**src/rtl/fft_out_reorder_if.sv**
```systemverilog
// ---------------------------------------------------------------------------
// fft_out_reorder_if
//   Sample stream bundle around the FFT output reorder buffer.
//
//   Producer side (pipeline -> reorder buffer):
//     valid_i        one FFT output sample this cycle, bit-reversed order
//     data_in_r/i    real / imaginary part, signed, DW bits
//   Consumer side (reorder buffer -> downstream):
//     valid_o        one natural-order bin this cycle
//     frame_start_o  high with bin 0 of every output frame only
//     bin_idx_o      natural bin index 0..31 of the current sample
//     data_out_r/i   real / imaginary part, bit-exact copy of the input
//
//   Modports:
//     slave   the reorder buffer's view (takes inputs, drives outputs)
//     master  the environment's view (drives inputs, observes outputs)
// ---------------------------------------------------------------------------
interface fft_out_reorder_if #(
  parameter int DW = 16
);
  logic                 valid_i;
  logic signed [DW-1:0] data_in_r;
  logic signed [DW-1:0] data_in_i;

  logic                 valid_o;
  logic                 frame_start_o;
  logic        [4:0]    bin_idx_o;
  logic signed [DW-1:0] data_out_r;
  logic signed [DW-1:0] data_out_i;

  modport slave (
    input  valid_i,
    input  data_in_r,
    input  data_in_i,
    output valid_o,
    output frame_start_o,
    output bin_idx_o,
    output data_out_r,
    output data_out_i
  );

  modport master (
    output valid_i,
    output data_in_r,
    output data_in_i,
    input  valid_o,
    input  frame_start_o,
    input  bin_idx_o,
    input  data_out_r,
    input  data_out_i
  );
endinterface

```
**src/rtl/fft_out_reorder.sv**
```systemverilog
// ---------------------------------------------------------------------------
// fft_out_reorder
//   Output reorder buffer for a 32-point SDF FFT. Accepts each frame's 32
//   bins in bit-reversed arrival order and replays the frame in natural bin
//   order (0..31) as one gapless burst, tagged with bin index and a frame
//   marker. Two 32-entry banks ping-pong so frame N+1 can fill while frame N
//   drains. Samples pass through untouched.
//
//   Ports:
//     clk    system clock, rising-edge
//     rst_n  asynchronous active-low reset; discards partial input frames
//            and any unread burst
//     bus    fft_out_reorder_if.slave (valid_i, data_in_r/i in;
//            valid_o, frame_start_o, bin_idx_o, data_out_r/i out)
//
//   Pipeline:
//     p0  input register (valid + sample)
//     p1  bank write / read-side FSM and counters
//     p2  output register
//   Last sample of a frame sampled at edge N -> written and read launched at
//   N+1 -> bin 0 on the outputs after N+2, bin 31 after N+33.
// ---------------------------------------------------------------------------
module fft_out_reorder #(
  parameter int DW = 16
) (
  input  logic               clk,
  input  logic               rst_n,
  fft_out_reorder_if.slave   bus
);

  typedef enum logic {
    ST_IDLE = 1'b0,
    ST_READ = 1'b1
  } state_t;

  // Arrival position -> natural bin address.
  function automatic logic [4:0] bitrev5(input logic [4:0] b);
    return {b[0], b[1], b[2], b[3], b[4]};
  endfunction

  // ------------------------------------------------------------------ p0 --
  logic                 vld_p0_q, vld_p0_d;
  logic signed [DW-1:0] in_r_p0_q, in_r_p0_d;
  logic signed [DW-1:0] in_i_p0_q, in_i_p0_d;

  always_comb begin
    vld_p0_d  = bus.valid_i;
    in_r_p0_d = bus.data_in_r;
    in_i_p0_d = bus.data_in_i;
  end

  always_ff @(posedge clk or negedge rst_n) begin
    if (!rst_n) begin
      vld_p0_q <= 1'b0;
    end else begin
      vld_p0_q <= vld_p0_d;
    end
  end

  always_ff @(posedge clk) begin
    in_r_p0_q <= in_r_p0_d;
    in_i_p0_q <= in_i_p0_d;
  end

  // ------------------------------------------------------------------ p1 --
  logic [2*DW-1:0] mem_q [0:1][0:31];

  logic       wr_bank_q, wr_bank_d;
  logic [4:0] wr_cnt_q,  wr_cnt_d;
  logic [4:0] wr_addr_p1;
  logic       launch_p1;

  state_t     state_q,   state_d;
  logic       rd_bank_q, rd_bank_d;
  logic [4:0] rd_cnt_q,  rd_cnt_d;
  logic [2*DW-1:0] rd_word_p1;

  // Write side: one entry per registered valid sample; gaps hold wr_cnt.
  // Completing a frame flips the bank and hands the full one to the reader.
  always_comb begin
    wr_addr_p1 = bitrev5(wr_cnt_q);
    launch_p1  = vld_p0_q && (wr_cnt_q == 5'd31);
    wr_cnt_d   = wr_cnt_q;
    wr_bank_d  = wr_bank_q;
    if (vld_p0_q) begin
      wr_cnt_d = wr_cnt_q + 5'd1;
      if (launch_p1) begin
        wr_bank_d = ~wr_bank_q;
      end
    end
  end

  // Storage is never reset; vld_p0_q is, so nothing is written under reset.
  always_ff @(posedge clk) begin
    if (vld_p0_q) begin
      mem_q[wr_bank_q][wr_addr_p1] <= {in_r_p0_q, in_i_p0_q};
    end
  end

  assign rd_word_p1 = mem_q[rd_bank_q][rd_cnt_q];

  // ------------------------------------------------------------------ p2 --
  logic                 vld_p2_q,   vld_p2_d;
  logic                 start_p2_q, start_p2_d;
  logic        [4:0]    bin_p2_q,   bin_p2_d;
  logic signed [DW-1:0] out_r_p2_q, out_r_p2_d;
  logic signed [DW-1:0] out_i_p2_q, out_i_p2_d;

  // Read FSM and output load. A launch on the same cycle as the bin-31 read
  // restarts the burst on the other bank, which keeps the output gapless
  // across back-to-back frames.
  always_comb begin
    state_d    = state_q;
    rd_bank_d  = rd_bank_q;
    rd_cnt_d   = rd_cnt_q;
    vld_p2_d   = 1'b0;
    start_p2_d = 1'b0;
    bin_p2_d   = bin_p2_q;
    out_r_p2_d = out_r_p2_q;
    out_i_p2_d = out_i_p2_q;

    case (state_q)
      ST_READ: begin
        vld_p2_d   = 1'b1;
        start_p2_d = (rd_cnt_q == 5'd0);
        bin_p2_d   = rd_cnt_q;
        out_r_p2_d = $signed(rd_word_p1[2*DW-1:DW]);
        out_i_p2_d = $signed(rd_word_p1[DW-1:0]);
        rd_cnt_d   = rd_cnt_q + 5'd1;
        if (rd_cnt_q == 5'd31) begin
          state_d = ST_IDLE;
        end
      end
      default: begin
        state_d = ST_IDLE;
      end
    endcase

    if (launch_p1) begin
      state_d   = ST_READ;
      rd_bank_d = wr_bank_q;
      rd_cnt_d  = 5'd0;
    end
  end

  always_ff @(posedge clk or negedge rst_n) begin
    if (!rst_n) begin
      wr_bank_q  <= 1'b0;
      wr_cnt_q   <= 5'd0;
      state_q    <= ST_IDLE;
      rd_bank_q  <= 1'b0;
      rd_cnt_q   <= 5'd0;
      vld_p2_q   <= 1'b0;
      start_p2_q <= 1'b0;
      bin_p2_q   <= 5'd0;
      out_r_p2_q <= '0;
      out_i_p2_q <= '0;
    end else begin
      wr_bank_q  <= wr_bank_d;
      wr_cnt_q   <= wr_cnt_d;
      state_q    <= state_d;
      rd_bank_q  <= rd_bank_d;
      rd_cnt_q   <= rd_cnt_d;
      vld_p2_q   <= vld_p2_d;
      start_p2_q <= start_p2_d;
      bin_p2_q   <= bin_p2_d;
      out_r_p2_q <= out_r_p2_d;
      out_i_p2_q <= out_i_p2_d;
    end
  end

  assign bus.valid_o       = vld_p2_q;
  assign bus.frame_start_o = start_p2_q;
  assign bus.bin_idx_o     = bin_p2_q;
  assign bus.data_out_r    = out_r_p2_q;
  assign bus.data_out_i    = out_i_p2_q;

endmodule

```
**src/flat_wrapper.sv**
```systemverilog
// flat-port wrapper written by rule: the top's interface ports become plain ports
module fft_out_reorder_flat 
#(
  parameter int DW = 16
)
  (clk, rst_n, bus_valid_i, bus_data_in_r, bus_data_in_i, bus_valid_o, bus_frame_start_o, bus_bin_idx_o, bus_data_out_r, bus_data_out_i);
  fft_out_reorder_if #(.DW(DW)) bus_i ();
  input  logic clk;
  input  logic rst_n;
  input wire logic [$bits(bus_i.valid_i)-1:0] bus_valid_i;
  input wire logic [$bits(bus_i.data_in_r)-1:0] bus_data_in_r;
  input wire logic [$bits(bus_i.data_in_i)-1:0] bus_data_in_i;
  output wire logic [$bits(bus_i.valid_o)-1:0] bus_valid_o;
  output wire logic [$bits(bus_i.frame_start_o)-1:0] bus_frame_start_o;
  output wire logic [$bits(bus_i.bin_idx_o)-1:0] bus_bin_idx_o;
  output wire logic [$bits(bus_i.data_out_r)-1:0] bus_data_out_r;
  output wire logic [$bits(bus_i.data_out_i)-1:0] bus_data_out_i;
  assign bus_i.valid_i = bus_valid_i;
  assign bus_i.data_in_r = bus_data_in_r;
  assign bus_i.data_in_i = bus_data_in_i;
  assign bus_valid_o = bus_i.valid_o;
  assign bus_frame_start_o = bus_i.frame_start_o;
  assign bus_bin_idx_o = bus_i.bin_idx_o;
  assign bus_data_out_r = bus_i.data_out_r;
  assign bus_data_out_i = bus_i.data_out_i;
  fft_out_reorder #(.DW(DW)) u_core (.clk(clk), .rst_n(rst_n), .bus(bus_i));
endmodule
```
**config.mk**
```make
export PLATFORM = sky130hd
export DESIGN_NAME = fft_out_reorder_flat
export DESIGN_NICKNAME = d
export VERILOG_FILES = /design/src/rtl/fft_out_reorder_if.sv /design/src/rtl/fft_out_reorder.sv /design/src/flat_wrapper.sv
export SDC_FILE = /design/constraint.sdc
export NUM_CORES = 2
export LEC_CHECK = 0
export ABC_AREA = 1
export BUFFER_PORTS_ARGS = -buffer_cell sky130_fd_sc_hd__buf_2
export CELL_PAD_IN_SITES_DETAIL_PLACEMENT = 1
export CELL_PAD_IN_SITES_GLOBAL_PLACEMENT = 1
export CORE_ASPECT_RATIO = 2
export CORE_MARGIN = 5
export CORE_UTILIZATION = 43
export DETAILED_ROUTE_END_ITERATION = 8
export GPL_TIMING_DRIVEN = 0
export PLACE_DENSITY_LB_ADDON = 0.08
export SYNTH_ARGS = -nofsm -noshare
export SYNTH_HDL_FRONTEND = slang
export SYNTH_SLANG_ARGS = --single-unit
```
**constraint.sdc**
```tcl
create_clock -name clk -period 3.87 [get_ports clk]
set_clock_uncertainty 0.15 [all_clocks]
set_input_delay 0.387 -clock clk [delete_from_list [all_inputs] [get_ports clk]]
set_output_delay 0.387 -clock clk [all_outputs]
set_load 0.05 [all_outputs]
```
# Word level (Yosys, flattened, before mapping)
# Memories as Yosys holds them, arrays and structs flattened.
# Cells that the tools add are included.
# word_totals
ff_bits	85
mem_bits_rw	2048
input_bits	35
elab_cells	43
mem_count	1
# classes
add_sub_neg	2
order_cmp	3
n_eq_ne	2
n_mux	14
bitwise_logic	3
n_reduce_logical	5
# mem_list
memory	words	word_bits	rd	rd_clocked_by_memory_dff	write_ports	line_no	text
u_core.mem_q	2	1024	1	0	1	fft_out_reorder.sv:66	logic [2*DW-1:0] mem_q [0:1][0:31];
# ops
op	count
$mux W1024	1
$bmux W32 S5	1
$demux W32 S5	1
$mux W32	3
$ge A6 B6 Y1 const B	2
$not A5 Y6	2
$add A5 B1 Y5 const B	2
$eq A5 B5 Y1 const B	2
$mux W5	2
$lt A6 B1 Y1 const B	1
$mux W1	6
$logic_not A5 Y1	1
$logic_and A1 B1 Y1	2
$reduce_and A2 Y1	1
$reduce_bool A2 Y1	1
$not A1 Y1	1

# Longest topological paths before layout
# logic_depth
ltp_word	6
depth_mapped	18

# Worst setup path after synthesis
# OpenSTA, ideal clock, no wires.
# synth_path
path_kind	flip-flop to flip-flop
start	reg u_core.wr_cnt_q[2]
end	mem u_core.mem_q[0][224] in the netlist's numbering (enable)
t_arrival_ps	3317
required_ps	3259
path_slack_ps	-58
path_stages_with_launch	6
n_path_buf	1
period_less_slack_ps	3928
cell_sequence	dfrtp_1 clkbuf_1 inv_1 ha_1 clkinv_1 nor3_1
# synth_between
elab_chain_cells	6
# synth_lines
element	line_no	text
start: declaration	fft_out_reorder.sv:69	logic [4:0] wr_cnt_q, wr_cnt_d;
start signal: assignment	fft_out_reorder.sv:160	wr_cnt_q <= wr_cnt_d;
$not A5 Y6 (implied by the code) *	fft_out_reorder.sv:96	mem_q[wr_bank_q][wr_addr_p1] <= {in_r_p0_q, in_i_p0_q};
$ge A6 B6 Y1 (implied by the code) / $lt A6 B1 Y1 (equally long branches)	fft_out_reorder.sv:96	
$logic_and A1 B1 Y1 (implied by the code)	fft_out_reorder.sv:96	
$mux W32 (implied by the code)	fft_out_reorder.sv:96	
$demux W32 S5 *	fft_out_reorder.sv:96	
$mux W1024 (implied by the code) *	fft_out_reorder.sv:96	
end: declaration	fft_out_reorder.sv:66	
# Mark *: on every way between the ends. The rest lies on a longest branch, timed or not.

# Worst setup path after layout
# layout_path
start	reg u_core.rd_bank_q
end	reg u_core.out_r_p2_q[7] (netlist: u_core.bus.data_out_r[7])
# layout_between
elab_chain_cells	4
# layout_lines
element	line_no	text
start: declaration	fft_out_reorder.sv:74	logic rd_bank_q, rd_bank_d;
start signal: assignment	fft_out_reorder.sv:162	rd_bank_q <= rd_bank_d;
$mem_v2 Z2 W1024	n/a	
$bmux W32 S5	fft_out_reorder.sv:100	assign rd_word_p1 = mem_q[rd_bank_q][rd_cnt_q];
$mux W32 (implied by the code) (2 in a row)	fft_out_reorder.sv:100	
end signal: assignment	fft_out_reorder.sv:167	out_r_p2_q <= out_r_p2_d;
end: declaration	fft_out_reorder.sv:106	logic signed [DW-1:0] out_r_p2_q, out_r_p2_d;
# No other way between the ends. The select of a mux whose other input is x is not followed.
# A chain may end at the register's enable or synchronous reset.

==> results_dict.tcl <==
set metrics [dict create \
    max-vdd-ir-drop_uv 402 \
    h-tree-depth 4 \
    cap_violations 0 \
    layout-drive-gt1-share 0.125 \
    final-setup-viol-count 14 \
    place_congestion 0.986 \
    post-route-period-util 1.04 \
    row_count 230 \
    whs_ns 0.0461 \
    wl_um 393000 \
    ys_ff_latch 2133 \
    synth_flop_cell "edfxtp_1" \
    regToRegStartpoint "u_core.rd_bank_q" \
    critical_path_class "flop to flop" \
    clk_latency_ns 0.89 \
    cts_root_buf "clkbuf_16" \
    synth-async-reset-ratio 0.0248 \
    synth_commonest_cells "2048 x edfxtp_1, 1524 x nor2_1, 1062 x o21ai_0" \
    port_buffers 73 \
    drtIter0Drc 7848 \
    fin_setup_tns_ns -0.812 \
    reg2reg_setup_slack_ns -0.15 \
    cts_inserted_buffers 196 \
    power.density_nw_per_um2 631 \
    track_usage 0.373 \
    wl_per_cell_um 38.8 \
    cp-end-kind "flop" \
    ys_warn_count 0 \
    yosysMostFrequentCell "edfxtp_1" \
    fillers 20123 \
    grt_pass1_vias 62740 \
    initial_core_util 0.431 \
    synth_nets 6851 \
    ys_types 27 \
    cp.arrival_ns 4.61 \
    hold_violations 0 \
    vias_per_cell 6.16 \
    fp.dieH_um 637 \
    crit_required_ns 4.46 \
    leakagePower_nw 34.3 \
    grt_pass1_wl_um 521000 \
    min_from "bus_data_in_i[15]" \
    post_cts_buffers 0 \
    status "finished, violations left" \
    holdPathEnd "u_core.in_i_p0_q[15]" \
    clock-sinks 2133 \
    synth_top_area_cell "edfxtp_1" \
    antenna_found_initial 34 \
    dp_slack_ns -0.466 \
    avgSynthCellArea_um2 12.4 \
    worst_slack_ns -0.148 \
    firstDrtPassIters 8 \
    vias 62330 \
    dieArea_um2 206000 \
    cts_tree "yes" \
    finalMaxSlewViolations 0 \
    relSlewSlack 0.0631 \
    yosysTopAreaCellShare 0.728 \
    critPathLaunchType "flop" \
    grt_start_max_net_pins 65 \
    period_needed_ns 4.02 \
    synth_seq_area_share 0.751 \
    coreArea_um2 196000 \
    path_clk_slew_ns 0.07 \
    postRouteAntennaNets 0 \
    clk_path_buf_depth 4 \
    synth_edf_count 2048 \
    grt_overflow_total 0 \
    io_pins 74 \
    ff2ff_path_depth 13 \
    syn_area_um2 84500 \
    final_nets 7460 \
    crit_fanout 10 \
    hold_class "input pin to flop" \
    drc_errors 4 \
    die_w_um 324 \
    tightest_slew_ns 1.41 \
    r2r-end "u_core.bus.data_out_r[7]" \
    violations "DRC, setup timing" \
    rsz0062_at_grt "false" \
    hpwl_um 292000 \
    ys_top_cells_by_area "edfxtp_1 73%, nor2_1 6.8%, o21ai_0 6.3%" \
    min_delay_path_depth 2 \
    synth_cells 6806 \
    fmax_ghz 0.249 \
    area_delta_synth_final_pct 17.5 \
]
-- logic make-up after synthesis --
| logic type | after synthesis | synth area share |
|---|---|---|
| compound gates | 1514 | 0.0974 |
| buf+inv | 582 | 0.0312 |
| xor+xnor | 3 | 0.000311 |
| simple gates | 2564 | 0.119 |
| fa+ha+maj | 10 | 0.00148 |
| flops | 2133 | 0.751 |
-- where the power goes --
part,switching [mW],leakage [nW],internal (mW)
combinational,12.5,11.9,3.58
clock,8.89,3.03,10.9
sequential,0.631,19.4,26.2
-- placed cells by master, fill, tap and decap left out, types with 10 or more instances in the layout --
cell,n
edfxtp_1,2048
nor2_1,1511
o21ai_0,1062
nand2_1,718
nand3_1,248
clkbuf_1,245
o211ai_1,232
buf_2,215
buf_6,205
clkbuf_16,198
inv_1,128
o21ai_1,85
a21oi_1,72
dlygate4sd3_1,62
buf_4,59
o22ai_1,58
dfrtp_1,53
nor3_2,45
buf_1,42
buf_16,31
dfxtp_4,30
clkinv_2,28
clkinv_1,25
buf_12,22
bufinv_16,19
buf_8,16
clkbuf_2,14
nor2_4,12
clkbuf_8,12
diode_2,11
ha_1,10
-- layer usage --
layer,vias to the layer above,global-route usage,share of wire
met5,-,0,0.00020
met4,10,0.321,0.11
met3,1202,0.0585,0.075
met2,3518,0.635,0.49
met1,32073,0.403,0.32
li1,25527,-,-
-- sequential cells by signal (all words and copies together) (netlist names) --
name / count
u_core.state_q: 1
u_core.in_i_p0_q: 16
u_core.bus.valid_o: 1
u_core.rd_cnt_q: 5
u_core.wr_cnt_q: 5
u_core.bus.bin_idx_o: 5
u_core.mem_q: 2048
u_core.bus.frame_start_o: 1
u_core.bus.data_out_r: 16
u_core.vld_p0_q: 1
u_core.in_r_p0_q: 16
u_core.wr_bank_q: 1
u_core.rd_bank_q: 1
u_core.bus.data_out_i: 16
-- how the worst max path moves through the flow --
stage / from / endpoint / slack [ns] / cells past startpoint
3_3_place_gp: u_core.wr_bank_q / u_core.mem_q[1][9] / -5.21 / 4
4_1_cts: u_core.rd_bank_q / u_core.bus.data_out_r[10] / 0.02 / 15
3_5_place_dp: u_core.rd_bank_q / u_core.bus.data_out_i[1] / -0.47 / 15
6_report: u_core.rd_bank_q / u_core.bus.data_out_r[7] / -0.15 / 13
2_1_floorplan: u_core.wr_cnt_q[2] / u_core.mem_q[0][224] / -0.06 / 5
5_1_grt: u_core.wr_bank_q / u_core.mem_q[1][41] / 0.002 / 8
-- worst max-delay path: stages (launching register included) --
cell and delay (ns):
dfrtp_1 0.34, buf_6 0.21, buf_6 0.24, buf_2 0.58
buf_2 0.49, nand2_1 0.10, nand3_1 0.09, o21ai_0 0.30
nand2_1 0.14, nand2_1 0.13, nor2_1 0.69, a21oi_1 0.19
nand2_1 0.10, nand3_1 0.08
-- layout make-up --
| cell class | count | area (um^2) | share of cell area |
|---|---|---|---|
| well taps | 2552 | 3190 | 0.0322 |
| inverters | 138 | 524 | 0.00528 |
| plain buffers | 443 | 2150 | 0.0217 |
| clock inverters | 75 | 855 | 0.00861 |
| clock buffers | 268 | 5340 | 0.0538 |
| flip-flops and latches | 2133 | 63600 | 0.640 |
| multi-input cells | 4091 | 18800 | 0.190 |
| repair buffers | 412 | 4780 | 0.0481 |
| diodes | 11 | 27.5 | 0.000277 |
-- metrics by stage --
stage                     cell area, um^2  total power, mW  cells  utilization
after global routing                99300             64.0  10114        0.507
after CTS                           99300             62.3  10113        0.506
final                               99300             62.7  10123        0.507
after detailed placement            92400             42.8   9708        0.471
after floorplan                     84600             34.5   6806            -
after global placement              88100             42.2   9431        0.450
-- what timing repair did --
action | CTS | global route
endpoints found under the hold margin | 86 | 0
resized for setup | 26 | 9
hold buffers | 62 | 0
cloned | 0 | 0
setup endpoints to repair | 22 | 11
Power figures use the tool's default switching activity.
